File: config.mk
export PLATFORM = sky130hd
export DESIGN_NAME = mult_seq_ctrl
export DESIGN_NICKNAME = d
export VERILOG_FILES = /design/src/rtl/mult_seq_ctrl.sv
export SDC_FILE = /design/constraint.sdc
export NUM_CORES = 1
export LEC_CHECK = 0
export BUFFER_PORTS_ARGS = -buffer_cell sky130_fd_sc_hd__buf_2
export CAP_MARGIN = 20
export CORE_MARGIN = 3
export CORE_UTILIZATION = 47
export DETAILED_ROUTE_END_ITERATION = 10
export PLACE_DENSITY = 0.82
export SLEW_MARGIN = 40
export SYNTH_ARGS = -nofsm -noshare
export SYNTH_HDL_FRONTEND = slang
export SYNTH_SLANG_ARGS = --single-unit
export TNS_END_PERCENT = 1
File: constraint.sdc
create_clock -name clk -period 4.11 [get_ports clk]
set_input_delay 0.411 -clock clk [delete_from_list [all_inputs] [get_ports clk]]
set_output_delay 0.411 -clock clk [all_outputs]
set_load 0.02 [all_outputs]
File: src/rtl/mult_seq_ctrl.sv
// Sequencer for an unsigned W x W shift-add multiply on an external 2W-bit
// high/low product register (high = accumulator, low = multiplier).
module mult_seq_ctrl #(
  parameter int W = 8
) (
  input  logic           clk,
  input  logic           reset,
  input  logic           start,
  input  logic [W-1:0]   a,
  input  logic [W-1:0]   b,
  input  logic [2*W-1:0] prod_q,
  output logic           reg_clear,
  output logic           reg_loadh,
  output logic           reg_loadl,
  output logic [W-1:0]   reg_inh,
  output logic [W-1:0]   reg_inl,
  output logic           busy,
  output logic           done
);

  localparam int CW = (W > 1) ? $clog2(W) : 1;
  localparam logic [CW-1:0] CNT_LAST = CW'(W - 1);

  typedef enum logic [1:0] {S_IDLE, S_RUN, S_DONE} state_t;

  state_t        state_q, state_d;
  logic [CW-1:0] cnt_q, cnt_d;
  logic [W-1:0]  mcand_q, mcand_d;
  logic          reg_clear_q, reg_clear_d;

  logic [W-1:0]  lo, hi;
  logic [W:0]    sum;

  assign lo = prod_q[W-1:0];
  assign hi = prod_q[2*W-1:W];
  // Carry out of the add lands in the accumulator MSB after the shift.
  assign sum = {1'b0, hi} + {1'b0, (lo[0] ? mcand_q : {W{1'b0}})};

  always_comb begin
    state_d     = state_q;
    cnt_d       = cnt_q;
    mcand_d     = mcand_q;
    reg_clear_d = reset;
    reg_loadh   = 1'b0;
    reg_loadl   = 1'b0;
    reg_inh     = '0;
    reg_inl     = '0;
    busy        = (state_q != S_IDLE);
    done        = 1'b0;
    unique case (state_q)
      S_IDLE: begin
        if (start) begin
          reg_loadh = 1'b1;
          reg_loadl = 1'b1;
          reg_inl   = b;
          mcand_d   = a;
          cnt_d     = '0;
          state_d   = S_RUN;
        end
      end
      S_RUN: begin
        reg_loadh = 1'b1;
        reg_loadl = 1'b1;
        reg_inh   = sum[W:1];
        reg_inl   = {sum[0], lo[W-1:1]};
        cnt_d     = cnt_q + 1'b1;
        if (cnt_q == CNT_LAST) state_d = S_DONE;
      end
      S_DONE: begin
        done    = 1'b1;
        state_d = S_IDLE;
      end
      default: state_d = S_IDLE;
    endcase
  end

  always_ff @(posedge clk) begin
    if (reset) begin
      state_q <= S_IDLE;
      cnt_q   <= '0;
      mcand_q <= '0;
    end else begin
      state_q <= state_d;
      cnt_q   <= cnt_d;
      mcand_q <= mcand_d;
    end
  end

  // Clear is a delayed copy of reset so the register never sees a comb path.
  always_ff @(posedge clk) reg_clear_q <= reg_clear_d;

  assign reg_clear = reg_clear_q;

endmodule

# Word-level counts from Yosys, hierarchy flattened
# Index checks and enable logic that the tools add are counted.
[classes] addsub=2 mul=0 n_div=0 order_cmp=0 eq_ne=5 shift=0 n_mux=12 bitwise=0 n_reduce_logical=6
[op_table] op="$mux W8" n=3
[op_table] op="$pmux W8 S2" n=1
[op_table] op="$add A8 B8 Y9" n=1
[op_table] op="$pmux W3 S2" n=1
[op_table] op="$reduce_and A2 Y1" n=3
[op_table] op="$mux W2" n=2
[op_table] op="$ne A2 B2 Y1 const B" n=2
[op_table] op="$pmux W2 S2" n=1
[op_table] op="$reduce_bool A2 Y1" n=2
[op_table] op="$add A3 B1 Y3 const B" n=1
[op_table] op="$eq A3 B3 Y1 const B" n=1
[op_table] op="$mux W3" n=1
[op_table] op="$eq A2 B1 Y1 const B" n=1
[op_table] op="$eq A2 B2 Y1 const B" n=1
[op_table] op="$logic_not A2 Y1" n=1
[op_table] op="$mux W1" n=2
[op_table] op="$pmux W1 S2" n=1
[word_totals] reg_bits=14 latch_bits=0 mem_bits_rw=0 romBits=0 in_bits=35 output_inout_bits=21 wordCells=29 memories=0

# Logic depth before layout (Yosys ltp)
# Gate-level depths: netlist of run 1.
[logic_depth] ltp_word=3 ltp_mapped=7 depth_no_buf=7

# Worst setup path before layout of run 1
# OpenSTA, ideal clock, no wires.
[synth_timing] path_kind="in2out" start="input port prod_q[0]" end="output port reg_inh[5]" t_arrival_ps=2012 required_ps=3699 setup_slack_ps=1687 path_stages=7 path_buffers=0 cell_sequence="and2_1 > ha_1 > fa_1 > a21o_1 > a221oi_1 > xnor2_1 > nor2_1"
[synth_between] elab_chain_len=3
[synth_lines] element="start: declaration" line="11" source="input logic [2*W-1:0] prod_q,"
[synth_lines] element="$mux W8" line="37" source="assign sum = {1'b0, hi} + {1'b0, (lo[0] ? mcand_q : {W{1'b0}})};"
[synth_lines] element="$add A8 B8 Y9" line="37"
[synth_lines] element="$mux W8" line="50" source="unique case (state_q)"
[synth_lines] element="end: declaration" line="15" source="output logic [W-1:0] reg_inh,"
# No other way between the ends.

# Worst setup path in the final report of run 1
[layout_timing] start="register mcand_q[0]" end="output port reg_inh[7]"
[layout_between] elab_chain_len=3
[layout_lines] element="start: declaration" line="28" source="logic [W-1:0] mcand_q, mcand_d;"
[layout_lines] element="start signal: assignment" line="85" source="mcand_q <= mcand_d;"
[layout_lines] element="$mux W8" line="37"
[layout_lines] element="$add A8 B8 Y9" line="37"
[layout_lines] element="$mux W8" line="50"
# No other way between the ends.

==> results of run 1 <==
-- sequential cells by signal, summed over array words and instances (netlist names) --
register,cells
mcand_q,8
state_q,2
reg_clear,1
cnt_q,3
-- final cells by class --
cell class | instances | area share
clock buffers | 4 | 0.0266
well taps | 27 | 0.0248
multi-input cells | 109 | 0.530
repair buffers | 55 | 0.202
flip-flops and latches | 14 | 0.206
inverters | 4 | 0.0110
-- path summary, 6_finish.rpt --
path | from | endpoint | slack [ns] | depth (start not counted)
setup / recovery | mcand_q[0] | reg_inh[7] | 1.42 | 8
hold / removal | a[2] | mcand_q[2] | 0.36 | 3
setup reg to reg | state_q[0] | cnt_q[0] | 2.57 | 4
hold reg to reg | mcand_q[4] | mcand_q[4] | 0.45 | 2
-- power breakdown --
group | total [mW] | internal, mW | switching, mW | leakage [nW]
registers | 0.147 | 0.143 | 0.00450 | 0.115
clock network | 0.0981 | 0.0539 | 0.0443 | 0.0210
logic | 0.126 | 0.0519 | 0.0738 | 0.611
-- metal layers --
layer | up-vias | track usage
li1 | 574 | -
met5 | - | 0
met4 | 0 | 0.0681
met1 | 515 | 0.216
met2 | 33 | 0.415
met3 | 2 | 0.0394
-- through the flow --
step | total power, mW | setup WS [ns]
4_1_cts | 0.372 | 1.41
3_3_place_gp | 0.270 | 1.49
2_1_floorplan | 0.232 | 1.69
3_5_place_dp | 0.276 | 1.47
6_report | 0.371 | 1.42
5_1_grt | 0.394 | 1.26
-- logic make-up after synthesis --
kind of cell / count (synthesis)
and+or+nand+nor: 62
AOI/OAI and AO/OA: 31
DFF: 14
adders and majority gates: 11
buffers and inverters: 10
xor gates and xnor gates: 3
muxes: 2
-- worst min-delay path, stage by stage --
cell and delay [ns]:
sky130_fd_sc_hd__buf_2 0.09, sky130_fd_sc_hd__nand2_1 0.05, sky130_fd_sc_hd__a21oi_1 0.05
-- layout by cell type (no fill, tap or decap), types with 3 or more instances in the layout --
cell type	count
sky130_fd_sc_hd__a21o_1	3
sky130_fd_sc_hd__a21oi_1	13
sky130_fd_sc_hd__a22o_1	8
sky130_fd_sc_hd__and2_1	9
sky130_fd_sc_hd__buf_2	55
sky130_fd_sc_hd__clkbuf_4	3
sky130_fd_sc_hd__dfxtp_1	14
sky130_fd_sc_hd__ha_1	10
sky130_fd_sc_hd__inv_1	4
sky130_fd_sc_hd__nand2_1	22
sky130_fd_sc_hd__nand3_1	4
sky130_fd_sc_hd__nor2_1	13
==> flow_summary.html, run 1 <==
<table>
<tr><th>Metric</th><th>Value</th></tr>
<tr><th colspan="2">Place</th></tr>
<tr><td>Area of placed instances</td><td>0.00133 mm^2</td></tr>
<tr><td>Number of input and output port buffers inserted</td><td>55</td></tr>
<tr><td>Final HPWL DP</td><td>2230 um</td></tr>
<tr><td>Routability congestion estimate from global placement</td><td>0.819</td></tr>
<tr><td>Number of cells after detailed placement</td><td>209</td></tr>
<tr><th colspan="2">STA</th></tr>
<tr><td>Clock tree skew after final layout</td><td>0.00125 ns</td></tr>
<tr><td>Slew HR</td><td>0.536</td></tr>
<tr><td>Fin Setup TNS</td><td>0 ns</td></tr>
<tr><td>Share of the clock period used by the worst path</td><td>0.655</td></tr>
<tr><td>Setup repair after global routing missed its margin</td><td>false</td></tr>
<tr><td>Worst hold-check slack</td><td>0.364 ns</td></tr>
<tr><td>Setup violators final</td><td>0</td></tr>
<tr><td>Worst Max-Slew Pin Slew</td><td>0.694 ns</td></tr>
<tr><td>Hold Violations, Final</td><td>0</td></tr>
<tr><td>Final slew viol count</td><td>0</td></tr>
<tr><td>F_max</td><td>372 MHz</td></tr>
<tr><td>Time the final worst path needs with I/O delays and setup</td><td>2.69 ns</td></tr>
<tr><th colspan="2">CTS</th></tr>
<tr><td>Post-cts sizing count</td><td>0</td></tr>
<tr><td>H-tree lvl count</td><td>1</td></tr>
<tr><td>Total CTS buffers</td><td>3</td></tr>
<tr><td>Clock root buffer</td><td>sky130_fd_sc_hd__clkbuf_4</td></tr>
<tr><td>TritonCTS Sinks</td><td>14</td></tr>
<tr><td>TritonCTS clock tree</td><td>built</td></tr>
<tr><td>Register clock-pin slew on the reported worst setup and hold paths</td><td>0.08 ns</td></tr>
<tr><td>Worst skew pair latency</td><td>0.28 ns</td></tr>
<tr><td>Quantity of hold-fixing buffers added after cts</td><td>0</td></tr>
<tr><td>Maximum buffer depth of the clock tree</td><td>2</td></tr>
<tr><td>Post-CTS setup buffer count</td><td>0</td></tr>
<tr><th colspan="2">Setup path</th></tr>
<tr><td>Data arrival time of the critical path</td><td>2.28 ns</td></tr>
<tr><td>Start-to-end type of the worst setup path</td><td>register to output pin</td></tr>
<tr><td>Buf/Inv on CP</td><td>1</td></tr>
<tr><td>Category of cells accounting for the largest share of critical-path delay</td><td>compound AO/OA/AOI/OAI gates</td></tr>
<tr><td>Endpoint kind of the worst setup timing path</td><td>output pin</td></tr>
<tr><td>Kind of start point of the critical path</td><td>register</td></tr>
<tr><td>Data required time at the worst endpoint</td><td>3.70 ns</td></tr>
<tr><td>Cell breakdown of the critical path</td><td>and2_1, ha_1, fa_1, a21o_1, a221oi_1, o21ai_0, o211a_1, buf_2</td></tr>
<tr><td>Highest cell delay on the worst timing path</td><td>0.40 ns</td></tr>
<tr><td>Crit path max fanout</td><td>2</td></tr>
<tr><td>Critical-path top delay cell</td><td>sky130_fd_sc_hd__fa_1</td></tr>
<tr><th colspan="2">Logic synthesis</th></tr>
<tr><td>FF+latch count, synth</td><td>14</td></tr>
<tr><td>Post-synth top area cell</td><td>sky130_fd_sc_hd__dfxtp_1</td></tr>
<tr><td>Netlist cell types</td><td>34</td></tr>
<tr><td>Share of cell area taken by muxes after synthesis</td><td>0.0205</td></tr>
<tr><td>Post-Synth Simple-Gate Area</td><td>0.299</td></tr>
<tr><td>Most used flip-flop cell after synthesis</td><td>sky130_fd_sc_hd__dfxtp_1</td></tr>
<tr><td>Mapped Nets</td><td>179</td></tr>
<tr><td>Area fraction in compound gates after synthesis</td><td>0.202</td></tr>
<tr><td>Count of yosys warnings during synthesis</td><td>0</td></tr>
<tr><td>Combinational family with the most area after synthesis</td><td>simple AND/OR/NAND/NOR gates</td></tr>
<tr><td>Area share of the leading cell type in the synthesized netlist</td><td>0.270</td></tr>
<tr><td>Area contributors post-synth</td><td>sky130_fd_sc_hd__dfxtp_1 (27%), sky130_fd_sc_hd__ha_1 (12%), sky130_fd_sc_hd__nand2_1 (8.0%)</td></tr>
<tr><td>Post-synthesis xor/xnor area fraction</td><td>0.0253</td></tr>
<tr><td>Number of flops mapped to enable cells by yosys</td><td>0</td></tr>
<tr><td>Most common cell in the synthesized netlist</td><td>sky130_fd_sc_hd__nand2_1</td></tr>
<tr><td>Post-synthesis adder-cell area fraction</td><td>0.140</td></tr>
<tr><td>Area of the mapped netlist</td><td>0.00104 mm^2</td></tr>
<tr><td>Asr flop ratio synth</td><td>0</td></tr>
<tr><td>Synthesized netlist cell count</td><td>133</td></tr>
<tr><td>Mapped Avg Cell Area</td><td>7.81 um^2</td></tr>
<tr><td>List of most frequent post-synthesis cells</td><td>sky130_fd_sc_hd__nand2_1 (22), sky130_fd_sc_hd__dfxtp_1 (14), sky130_fd_sc_hd__a21oi_1 (13), sky130_fd_sc_hd__nor2_1 (13), sky130_fd_sc_hd__ha_1 (10)</td></tr>
<tr><td>Post-synthesis sequential area ratio</td><td>0.270</td></tr>
<tr><th colspan="2">Global routing</th></tr>
<tr><td>Remaining Overflow, GRT</td><td>0</td></tr>
<tr><td>Number of antenna violations at the first check in global routing</td><td>0</td></tr>
<tr><td>Global-route wire length before repair</td><td>4350 um</td></tr>
<tr><td>Via count of the first global-routing pass</td><td>1083</td></tr>
<tr><td>Pin count of the biggest net entering global routing</td><td>19</td></tr>
<tr><td>Overall track demand over capacity in global routing</td><td>0.210</td></tr>
<tr><th colspan="2">Die</th></tr>
<tr><td>Floorplan die height</td><td>53.0 um</td></tr>
<tr><td>Number of rows in the core area</td><td>16</td></tr>
<tr><td>Horizontal extent of the die</td><td>53.0 um</td></tr>
<tr><td>Core Region</td><td>0.00202 mm^2</td></tr>
<tr><td>Initial Utilization</td><td>0.514</td></tr>
<tr><td>I/O pin count</td><td>56</td></tr>
<tr><td>Area of the die</td><td>0.00281 mm^2</td></tr>
<tr><th colspan="2">Flow run</th></tr>
<tr><td>Reported max-cap violation count</td><td>0</td></tr>
<tr><th colspan="2">Routing</th></tr>
<tr><td>Detailed router's first-iteration violation count</td><td>20</td></tr>
<tr><td>Final routed wire length divided by cell count</td><td>12.8 um</td></tr>
<tr><td>Detailed-route via count</td><td>1124</td></tr>
<tr><td>Routed wl met2</td><td>1450 um</td></tr>
<tr><td>Vias per cell</td><td>5.28</td></tr>
<tr><td>Highest routed metal layer</td><td>met4</td></tr>
<tr><td>Routed Wire Length</td><td>2720 um</td></tr>
<tr><td>DRC violations left</td><td>0</td></tr>
<tr><td>Detailed-routing iteration count for the pre-antenna-repair pass</td><td>4</td></tr>
<tr><td>Detail Route Antenna Nets</td><td>0</td></tr>
<tr><td>Routed wire length on met3</td><td>122 um</td></tr>
<tr><td>Metal-1 WL</td><td>1130 um</td></tr>
<tr><th colspan="2">Cells and area</th></tr>
<tr><td>Filler cell count in the final layout</td><td>175</td></tr>
<tr><td>Area used by sequential logic in the layout</td><td>280 um^2</td></tr>
<tr><td>Antenna cell count</td><td>0</td></tr>
<tr><td>Area occupied by multi-input gates</td><td>722 um^2</td></tr>
<tr><td>Syn-to-layout area delta</td><td>31.2%</td></tr>
<tr><td>Final cell count without fillers</td><td>213</td></tr>
<tr><td>Ratio of cells with drive above 1 in the final layout</td><td>0.349</td></tr>
<tr><td>Layout net count</td><td>233</td></tr>
<tr><td>Share of the core filled with cells in the final layout</td><td>0.674</td></tr>
<tr><td>Design area</td><td>0.00136 mm^2</td></tr>
<tr><th colspan="2">Power</th></tr>
<tr><td>Power per cell area</td><td>272 mW/mm^2</td></tr>
<tr><td>Leakage dissipation</td><td>0.747 nW</td></tr>
<tr><td>Worst ir drop on vdd</td><td>0.000248 V</td></tr>
<tr><th colspan="2">Outcome</th></tr>
<tr><td>Outcome</td><td>completed</td></tr>
<tr><th colspan="2">Worst hold path</th></tr>
<tr><td>Hold WC Path Type</td><td>input pin to register</td></tr>
</table>
Note: power is estimated with default switching activity, not from simulation.
==> run 2, diff against run 1 <==
--- a/config.mk
+++ b/config.mk
@@ -8,9 +8,9 @@
 export BUFFER_PORTS_ARGS = -buffer_cell sky130_fd_sc_hd__buf_2
 export CAP_MARGIN = 20
 export CORE_MARGIN = 3
-export CORE_UTILIZATION = 47
+export CORE_UTILIZATION = 44
 export DETAILED_ROUTE_END_ITERATION = 10
-export PLACE_DENSITY = 0.82
+export PLACE_DENSITY = 0.78
 export SLEW_MARGIN = 40
 export SYNTH_ARGS = -nofsm -noshare
 export SYNTH_HDL_FRONTEND = slang
==> constraint.sdc (replaced) <==
create_clock -name clk -period 2.7 [get_ports clk]
set_input_delay 0.27 -clock clk [delete_from_list [all_inputs] [get_ports clk]]
set_output_delay 0.27 -clock clk [all_outputs]
set_load 0.02 [all_outputs]
==> run 2 against run 1 <==
Against the previous run:
- core utilization decreased by 2.6 points
- largest cell class unchanged
- first-iteration DRC count decreased by 15%
- critical endpoint unchanged
- die area increased by 6.0%
- via count increased by 0.71%
- power increased by 42%
- clock-buffer cell count decreased by 1
- setup slack got worse by 1.2 ns
- register-to-register slack got worse by 1.4 ns
==> flow_summary.html, run 2 (synthesis gave the netlist of run 1 again) <==
<table>
<tr><th>Metric</th><th>Value</th></tr>
<tr><th colspan="2">Outcome</th></tr>
<tr><td>Outcome</td><td>completed</td></tr>
<tr><th colspan="2">Die</th></tr>
<tr><td>Core Region</td><td>0.00210 mm^2</td></tr>
<tr><td>I/O pin count</td><td>56</td></tr>
<tr><td>Area of the die</td><td>0.00298 mm^2</td></tr>
<tr><td>Number of rows in the core area</td><td>16</td></tr>
<tr><td>Horizontal extent of the die</td><td>54.6 um</td></tr>
<tr><td>Floorplan die height</td><td>54.6 um</td></tr>
<tr><td>Initial Utilization</td><td>0.494</td></tr>
<tr><th colspan="2">Power</th></tr>
<tr><td>Worst ir drop on vdd</td><td>0.000298 V</td></tr>
<tr><td>Leakage dissipation</td><td>0.750 nW</td></tr>
<tr><td>Switching power of the nets</td><td>177 uW</td></tr>
<tr><td>Net Sw Frac</td><td>0.336</td></tr>
<tr><td>Part of the power in combinational logic</td><td>0.366</td></tr>
<tr><td>Share of total power in the clock network</td><td>0.208</td></tr>
<tr><td>Power per cell area</td><td>387 mW/mm^2</td></tr>
<tr><td>Sequential group share of total power</td><td>0.426</td></tr>
<tr><td>Cell internal pwr</td><td>350 uW</td></tr>
<tr><th colspan="2">Global routing</th></tr>
<tr><td>Global-route wire length before repair</td><td>4290 um</td></tr>
<tr><td>Number of antenna violations at the first check in global routing</td><td>0</td></tr>
<tr><td>Via count of the first global-routing pass</td><td>1069</td></tr>
<tr><td>Pin count of the biggest net entering global routing</td><td>19</td></tr>
<tr><td>Overall track demand over capacity in global routing</td><td>0.196</td></tr>
<tr><td>Remaining Overflow, GRT</td><td>0</td></tr>
<tr><th colspan="2">Cells and area</th></tr>
<tr><td>Final cell count without fillers</td><td>214</td></tr>
<tr><td>Ratio of cells with drive above 1 in the final layout</td><td>0.353</td></tr>
<tr><td>Area occupied by multi-input gates</td><td>719 um^2</td></tr>
<tr><td>Register name with the most flops</td><td>mcand_q</td></tr>
<tr><td>Max FFs per register</td><td>8</td></tr>
<tr><td>Largest registers</td><td>mcand_q: 8 flops, cnt_q: 3 flops, state_q: 2 flops</td></tr>
<tr><td>Antenna cell count</td><td>0</td></tr>
<tr><td>Syn-to-layout area delta</td><td>31.1%</td></tr>
<tr><td>Commonest non-fill, non-tap cells in the layout</td><td>sky130_fd_sc_hd__buf_2 (55), sky130_fd_sc_hd__nand2_1 (22), sky130_fd_sc_hd__dfxtp_1 (14), sky130_fd_sc_hd__nor2_1 (13), sky130_fd_sc_hd__a21oi_1 (13)</td></tr>
<tr><td>Layout net count</td><td>235</td></tr>
<tr><td>Share of the core filled with cells in the final layout</td><td>0.648</td></tr>
<tr><td>Most common cell after layout, fill and taps aside</td><td>sky130_fd_sc_hd__buf_2</td></tr>
<tr><td>Area used by sequential logic in the layout</td><td>280 um^2</td></tr>
<tr><td>Filler cell count in the final layout</td><td>183</td></tr>
<tr><th colspan="2">STA</th></tr>
<tr><td>Slew HR</td><td>0.694</td></tr>
<tr><td>Time the final worst path needs with I/O delays and setup</td><td>2.47 ns</td></tr>
<tr><td>Hold Violations, Final</td><td>0</td></tr>
<tr><td>Clock tree skew after final layout</td><td>0.00164 ns</td></tr>
<tr><td>Worst Max-Slew Pin Slew</td><td>0.459 ns</td></tr>
<tr><td>Worst hold-check slack</td><td>0.229 ns</td></tr>
<tr><td>Setup repair after global routing missed its margin</td><td>false</td></tr>
<tr><td>Share of the clock period used by the worst path</td><td>0.916</td></tr>
<tr><td>Setup violators final</td><td>0</td></tr>
<tr><td>Final setup margin</td><td>0.226 ns</td></tr>
<tr><td>F_max</td><td>404 MHz</td></tr>
<tr><td>Fin Setup TNS</td><td>0 ns</td></tr>
<tr><td>Final slew viol count</td><td>0</td></tr>
<tr><th colspan="2">Routing</th></tr>
<tr><td>Routed Wire Length</td><td>2720 um</td></tr>
<tr><td>Vias per cell</td><td>5.29</td></tr>
<tr><td>Final routed wire length divided by cell count</td><td>12.7 um</td></tr>
<tr><td>Detailed router's first-iteration violation count</td><td>17</td></tr>
<tr><td>Detail Route Antenna Nets</td><td>0</td></tr>
<tr><td>Detailed-routing iteration count for the pre-antenna-repair pass</td><td>4</td></tr>
<tr><td>Detailed-route via count</td><td>1132</td></tr>
<tr><td>DRC violations left</td><td>0</td></tr>
<tr><th colspan="2">CTS</th></tr>
<tr><td>TritonCTS Sinks</td><td>14</td></tr>
<tr><td>Register clock-pin slew on the reported worst setup and hold paths</td><td>0.07 ns</td></tr>
<tr><td>Post-CTS setup buffer count</td><td>0</td></tr>
<tr><td>Quantity of hold-fixing buffers added after cts</td><td>0</td></tr>
<tr><td>Worst skew pair latency</td><td>0.27 ns</td></tr>
<tr><td>TritonCTS clock tree</td><td>built</td></tr>
<tr><td>H-tree lvl count</td><td>1</td></tr>
<tr><td>Clock root buffer</td><td>sky130_fd_sc_hd__clkbuf_4</td></tr>
<tr><td>Maximum buffer depth of the clock tree</td><td>2</td></tr>
<tr><td>Post-cts sizing count</td><td>0</td></tr>
<tr><td>Total CTS buffers</td><td>3</td></tr>
<tr><th colspan="2">Place</th></tr>
<tr><td>Number of input and output port buffers inserted</td><td>55</td></tr>
<tr><td>Worst-case setup slack after placement</td><td>0.322 ns</td></tr>
<tr><td>Number of cells after detailed placement</td><td>211</td></tr>
<tr><td>Routability congestion estimate from global placement</td><td>0.785</td></tr>
<tr><td>Final HPWL DP</td><td>2270 um</td></tr>
<tr><th colspan="2">Setup path</th></tr>
<tr><td>Data arrival time of the critical path</td><td>2.20 ns</td></tr>
<tr><td>Depth of the worst register-to-register path</td><td>5</td></tr>
<tr><td>RR Endpoint</td><td>cnt_q[0]</td></tr>
<tr><td>Kind of start point of the critical path</td><td>register</td></tr>
<tr><td>Data required time at the worst endpoint</td><td>2.43 ns</td></tr>
<tr><td>Critical-path top delay cell</td><td>sky130_fd_sc_hd__fa_1</td></tr>
<tr><td>Category of cells accounting for the largest share of critical-path delay</td><td>compound AO/OA/AOI/OAI gates</td></tr>
<tr><td>Start-to-end type of the worst setup path</td><td>register to output pin</td></tr>
<tr><td>Internal reg-to-reg setup slack</td><td>1.21 ns</td></tr>
<tr><td>R2R Path Start</td><td>state_q[0]</td></tr>
<tr><td>Crit path max fanout</td><td>2</td></tr>
<tr><td>Cell breakdown of the critical path</td><td>and2_1, ha_1, fa_1, a21o_1, a221oi_2, o21ai_0, o211a_1, buf_2</td></tr>
<tr><td>Critical path depth in cells</td><td>8</td></tr>
<tr><td>Endpoint kind of the worst setup timing path</td><td>output pin</td></tr>
<tr><td>Buf/Inv on CP</td><td>1</td></tr>
<tr><td>Highest cell delay on the worst timing path</td><td>0.41 ns</td></tr>
<tr><th colspan="2">Worst hold path</th></tr>
<tr><td>Hold WC Path Type</td><td>input pin to register</td></tr>
<tr><td>Number of cells on the worst hold path</td><td>3</td></tr>
<tr><td>Hold_sp</td><td>a[5]</td></tr>
<tr><td>Endpoint, Worst Hold</td><td>mcand_q[5]</td></tr>
<tr><th colspan="2">Flow run</th></tr>
<tr><td>Reported max-cap violation count</td><td>0</td></tr>
</table>
## run 2: changes by cell type in the layout (fill, tap and decap cells not counted), sizes merged
cell,change
clkbuf,-1
buf,+2
## run 2: area by class of cell
type | instances | area share
multi-input cells | 109 | 0.528
repair buffers | 57 | 0.213
flip-flops and latches | 14 | 0.206
well taps | 27 | 0.0248
clock buffers | 3 | 0.0165
inverters | 4 | 0.0110
## run 2: metrics by stage
stage	area, um^2	power [mW]
final	1360	0.527
after global routing	1360	0.559
after CTS	1360	0.532
after detailed placement	1330	0.422
after global placement	1330	0.415
after floorplan	1040	0.354
## run 2: worst reg2reg max path: stages (launching register included)
cell and delay, ns:
sky130_fd_sc_hd__dfxtp_1 0.42, sky130_fd_sc_hd__nor2b_1 0.43, sky130_fd_sc_hd__buf_4 0.27, sky130_fd_sc_hd__nor2_1 0.07, sky130_fd_sc_hd__a21oi_1 0.14, sky130_fd_sc_hd__nor2_1 0.05
## run 2: metal layers
metal / routed length, um / global-route usage / vias up
li1: - / - / 577
met4: 29 / 0.0913 / 0
met1: 1030 / 0.190 / 518
met2: 1510 / 0.390 / 31
met3: 152 / 0.0327 / 6
met5: 0 / 0 / -
## run 2: worst max path at each step
stage	from	to
detailed placement	prod_q[0]	reg_inh[7]
finish	mcand_q[0]	reg_inh[7]
floorplan	mcand_q[0]	reg_inh[5]
global placement	prod_q[0]	reg_inh[7]
global route	mcand_q[2]	reg_inh[6]
CTS	mcand_q[0]	reg_inh[7]
## run 2: power by group through the flow
stage	registers, mW	clock network (mW)	logic, mW
2_1_floorplan	0.228	0	0.126
3_3_place_gp	0.228	0	0.187
6_report	0.224	0.110	0.193
4_1_cts	0.224	0.114	0.193
5_1_grt	0.225	0.120	0.213
3_5_place_dp	0.229	0	0.193
==> run 3, diff against run 2 <==
--- a/config.mk
+++ b/config.mk
@@ -7,10 +7,10 @@
 export LEC_CHECK = 0
 export BUFFER_PORTS_ARGS = -buffer_cell sky130_fd_sc_hd__buf_2
 export CAP_MARGIN = 20
-export CORE_MARGIN = 3
+export CORE_MARGIN = 4
 export CORE_UTILIZATION = 44
 export DETAILED_ROUTE_END_ITERATION = 10
-export PLACE_DENSITY = 0.78
+export PLACE_DENSITY = 0.91
 export SLEW_MARGIN = 40
 export SYNTH_ARGS = -nofsm -noshare
 export SYNTH_HDL_FRONTEND = slang
==> constraint.sdc (replaced) <==
create_clock -name clk -period 2.7 [get_ports clk]
set_input_delay 0.27 -clock clk [delete_from_list [all_inputs] [get_ports clk]]
set_output_delay 0.27 -clock clk [all_outputs]
set_load 0.01 [all_outputs]
==> run 3 against run 2 <==
Against the previous run:
- setup slack lost 0.069 ns
- largest cell class unchanged
- combinational power shrank 10%
- core utilization fell by 3.1 points
- sequential power hardly changed
- register-to-register slack got worse by 0.11 ns
- worst hold slack worse by 0.017 ns
==> flow_summary.html, run 3 (synthesis gave the netlist of run 1 again) <==
<table>
<tr><th>Metric</th><th>Value</th></tr>
<tr><th colspan="2">Setup path</th></tr>
<tr><td>Crit path max fanout</td><td>2</td></tr>
<tr><td>Critical-path top delay cell</td><td>sky130_fd_sc_hd__fa_1</td></tr>
<tr><td>Highest cell delay on the worst timing path</td><td>0.41 ns</td></tr>
<tr><td>Cell breakdown of the critical path</td><td>and2_1, ha_1, fa_1, a21o_1, a221oi_2, o21ai_0, o211a_1, buf_2</td></tr>
<tr><td>Buf/Inv on CP</td><td>1</td></tr>
<tr><td>Endpoint kind of the worst setup timing path</td><td>output pin</td></tr>
<tr><td>Data arrival time of the critical path</td><td>2.27 ns</td></tr>
<tr><td>Category of cells accounting for the largest share of critical-path delay</td><td>compound AO/OA/AOI/OAI gates</td></tr>
<tr><td>Kind of start point of the critical path</td><td>register</td></tr>
<tr><td>Start-to-end type of the worst setup path</td><td>register to output pin</td></tr>
<tr><td>Data required time at the worst endpoint</td><td>2.43 ns</td></tr>
<tr><th colspan="2">Cells and area</th></tr>
<tr><td>Commonest non-fill, non-tap cells in the layout</td><td>sky130_fd_sc_hd__buf_2 (55), sky130_fd_sc_hd__nand2_1 (22), sky130_fd_sc_hd__dfxtp_1 (14), sky130_fd_sc_hd__nor2_1 (13), sky130_fd_sc_hd__a21oi_1 (13)</td></tr>
<tr><td>Register name with the most flops</td><td>mcand_q</td></tr>
<tr><td>Area occupied by multi-input gates</td><td>719 um^2</td></tr>
<tr><td>Syn-to-layout area delta</td><td>32.5%</td></tr>
<tr><td>Design area</td><td>0.00138 mm^2</td></tr>
<tr><td>Most common cell after layout, fill and taps aside</td><td>sky130_fd_sc_hd__buf_2</td></tr>
<tr><td>Area used by sequential logic in the layout</td><td>280 um^2</td></tr>
<tr><td>Ratio of cells with drive above 1 in the final layout</td><td>0.356</td></tr>
<tr><td>Final cell count without fillers</td><td>216</td></tr>
<tr><td>Filler cell count in the final layout</td><td>218</td></tr>
<tr><td>Largest registers</td><td>mcand_q: 8 flops, cnt_q: 3 flops, state_q: 2 flops</td></tr>
<tr><td>Max FFs per register</td><td>8</td></tr>
<tr><td>Antenna cell count</td><td>0</td></tr>
<tr><td>Layout net count</td><td>235</td></tr>
<tr><th colspan="2">Routing</th></tr>
<tr><td>Detail Route Antenna Nets</td><td>0</td></tr>
<tr><td>DRC violations left</td><td>0</td></tr>
<tr><td>Routed Wire Length</td><td>2670 um</td></tr>
<tr><td>Detailed-routing iteration count for the pre-antenna-repair pass</td><td>4</td></tr>
<tr><td>Final routed wire length divided by cell count</td><td>12.4 um</td></tr>
<tr><td>Detailed-route via count</td><td>1121</td></tr>
<tr><td>Vias per cell</td><td>5.19</td></tr>
<tr><td>Detailed router's first-iteration violation count</td><td>22</td></tr>
<tr><th colspan="2">Global routing</th></tr>
<tr><td>Remaining Overflow, GRT</td><td>0</td></tr>
<tr><td>Pin count of the biggest net entering global routing</td><td>19</td></tr>
<tr><td>Global-route wire length before repair</td><td>4110 um</td></tr>
<tr><td>Via count of the first global-routing pass</td><td>947</td></tr>
<tr><td>Overall track demand over capacity in global routing</td><td>0.161</td></tr>
<tr><td>Number of antenna violations at the first check in global routing</td><td>0</td></tr>
<tr><th colspan="2">Outcome</th></tr>
<tr><td>Outcome</td><td>completed</td></tr>
<tr><th colspan="2">Die</th></tr>
<tr><td>Initial Utilization</td><td>0.465</td></tr>
<tr><td>Floorplan die height</td><td>56.6 um</td></tr>
<tr><td>Core Region</td><td>0.00223 mm^2</td></tr>
<tr><td>Area of the die</td><td>0.00320 mm^2</td></tr>
<tr><td>Horizontal extent of the die</td><td>56.6 um</td></tr>
<tr><td>I/O pin count</td><td>56</td></tr>
<tr><td>Number of rows in the core area</td><td>17</td></tr>
<tr><th colspan="2">Flow run</th></tr>
<tr><td>Reported max-cap violation count</td><td>0</td></tr>
<tr><th colspan="2">Place</th></tr>
<tr><td>Area of placed instances</td><td>0.00133 mm^2</td></tr>
<tr><td>Routability congestion estimate from global placement</td><td>0.782</td></tr>
<tr><td>Final HPWL DP</td><td>2110 um</td></tr>
<tr><td>Number of input and output port buffers inserted</td><td>55</td></tr>
<tr><td>Number of cells after detailed placement</td><td>212</td></tr>
<tr><th colspan="2">CTS</th></tr>
<tr><td>H-tree lvl count</td><td>1</td></tr>
<tr><td>TritonCTS Sinks</td><td>14</td></tr>
<tr><td>Register clock-pin slew on the reported worst setup and hold paths</td><td>0.08 ns</td></tr>
<tr><td>Total CTS buffers</td><td>3</td></tr>
<tr><td>Maximum buffer depth of the clock tree</td><td>2</td></tr>
<tr><td>TritonCTS clock tree</td><td>built</td></tr>
<tr><td>Worst skew pair latency</td><td>0.29 ns</td></tr>
<tr><td>Clock root buffer</td><td>sky130_fd_sc_hd__clkbuf_4</td></tr>
<tr><th colspan="2">STA</th></tr>
<tr><td>Final slew viol count</td><td>0</td></tr>
<tr><td>Setup repair after global routing missed its margin</td><td>false</td></tr>
<tr><td>Worst Max-Slew Pin Slew</td><td>0.593 ns</td></tr>
<tr><td>Setup violators final</td><td>0</td></tr>
<tr><td>Hold Violations, Final</td><td>0</td></tr>
<tr><td>F_max</td><td>393 MHz</td></tr>
<tr><td>Share of the clock period used by the worst path</td><td>0.942</td></tr>
<tr><td>Time the final worst path needs with I/O delays and setup</td><td>2.54 ns</td></tr>
<tr><td>Slew HR</td><td>0.604</td></tr>
<tr><td>Fin Setup TNS</td><td>0 ns</td></tr>
<tr><td>Clock tree skew after final layout</td><td>0.00585 ns</td></tr>
<tr><th colspan="2">Power</th></tr>
<tr><td>Sequential group share of total power</td><td>0.407</td></tr>
<tr><td>Cell internal pwr</td><td>380 uW</td></tr>
<tr><td>Leakage dissipation</td><td>0.758 nW</td></tr>
<tr><td>Net Sw Frac</td><td>0.307</td></tr>
<tr><td>Switching power of the nets</td><td>168 uW</td></tr>
<tr><td>Part of the power in combinational logic</td><td>0.316</td></tr>
<tr><td>Worst ir drop on vdd</td><td>0.000386 V</td></tr>
<tr><td>Share of total power in the clock network</td><td>0.276</td></tr>
<tr><td>Sum of internal, switching and leakage power</td><td>549 uW</td></tr>
<tr><td>Power per cell area</td><td>399 mW/mm^2</td></tr>
<tr><th colspan="2">Worst hold path</th></tr>
<tr><td>Hold WC Path Type</td><td>input pin to register</td></tr>
</table>
-- run 3: cell count changes in the layout (fill, tap and decap cells not counted), sizes merged --
| cell | change |
|---|---|
| clkbuf | +1 |
-- run 3: routing by layer --
layer	share of wire	vias up	routed length, um	track usage
li1	-	578	-	-
met1	0.46	496	1220	0.209
met2	0.44	42	1170	0.252
met3	0.085	5	227	0.0345
met4	0.017	0	46	0.0712
met5	0	-	0	0
-- run 3: through the flow --
| step | setup WS [ns] | util | hold WS, ns |
|---|---|---|---|
| after floorplan | 0.678 | - | 0.298 |
| after global placement | 0.381 | 0.597 | 0.439 |
| after detailed placement | 0.309 | 0.597 | 0.446 |
| after CTS | 0.115 | 0.613 | 0.213 |
| after global routing | 0.0712 | 0.616 | 0.217 |
| final | 0.157 | 0.616 | 0.212 |
-- run 3: power groups by stage --
| stage | clock network (mW) | registers (mW) | logic [mW] |
|---|---|---|---|
| final | 0.152 | 0.224 | 0.173 |
| after global routing | 0.159 | 0.225 | 0.194 |
| after CTS | 0.154 | 0.224 | 0.173 |
| after detailed placement | 0 | 0.229 | 0.172 |
| after global placement | 0 | 0.228 | 0.169 |
| after floorplan | 0 | 0.227 | 0.106 |
-- run 3: worst min-delay path: stages --
cell	delay [ns]
sky130_fd_sc_hd__buf_2	0.09
sky130_fd_sc_hd__nand2_1	0.04
sky130_fd_sc_hd__a21oi_1	0.05
-- run 3: final cells by class --
type / count / area share
Tap cell: 28 / 0.0255
Timing Repair Buffer: 57 / 0.211
Clock buffer: 4 / 0.0264
Multi-Input combinational cell: 109 / 0.523
Sequential cell: 14 / 0.204
Inverter: 4 / 0.0109
-- run 3: timing repair --
item	CTS	global route
hold endpoints to repair	0	0
hold buffers	0	0
resized for setup	0	1
buffers inserted	0	0
endpoints found under the setup margin	0	2
-- run 3: worst paths after layout --
check | from | to | slack, ns | depth (start not counted)
min reg2reg | mcand_q[6] | mcand_q[6] | 0.45 | 2
min | a[6] | mcand_q[6] | 0.21 | 3
max | mcand_q[0] | reg_inh[7] | 0.16 | 8
max reg2reg | state_q[0] | cnt_q[0] | 1.10 | 5
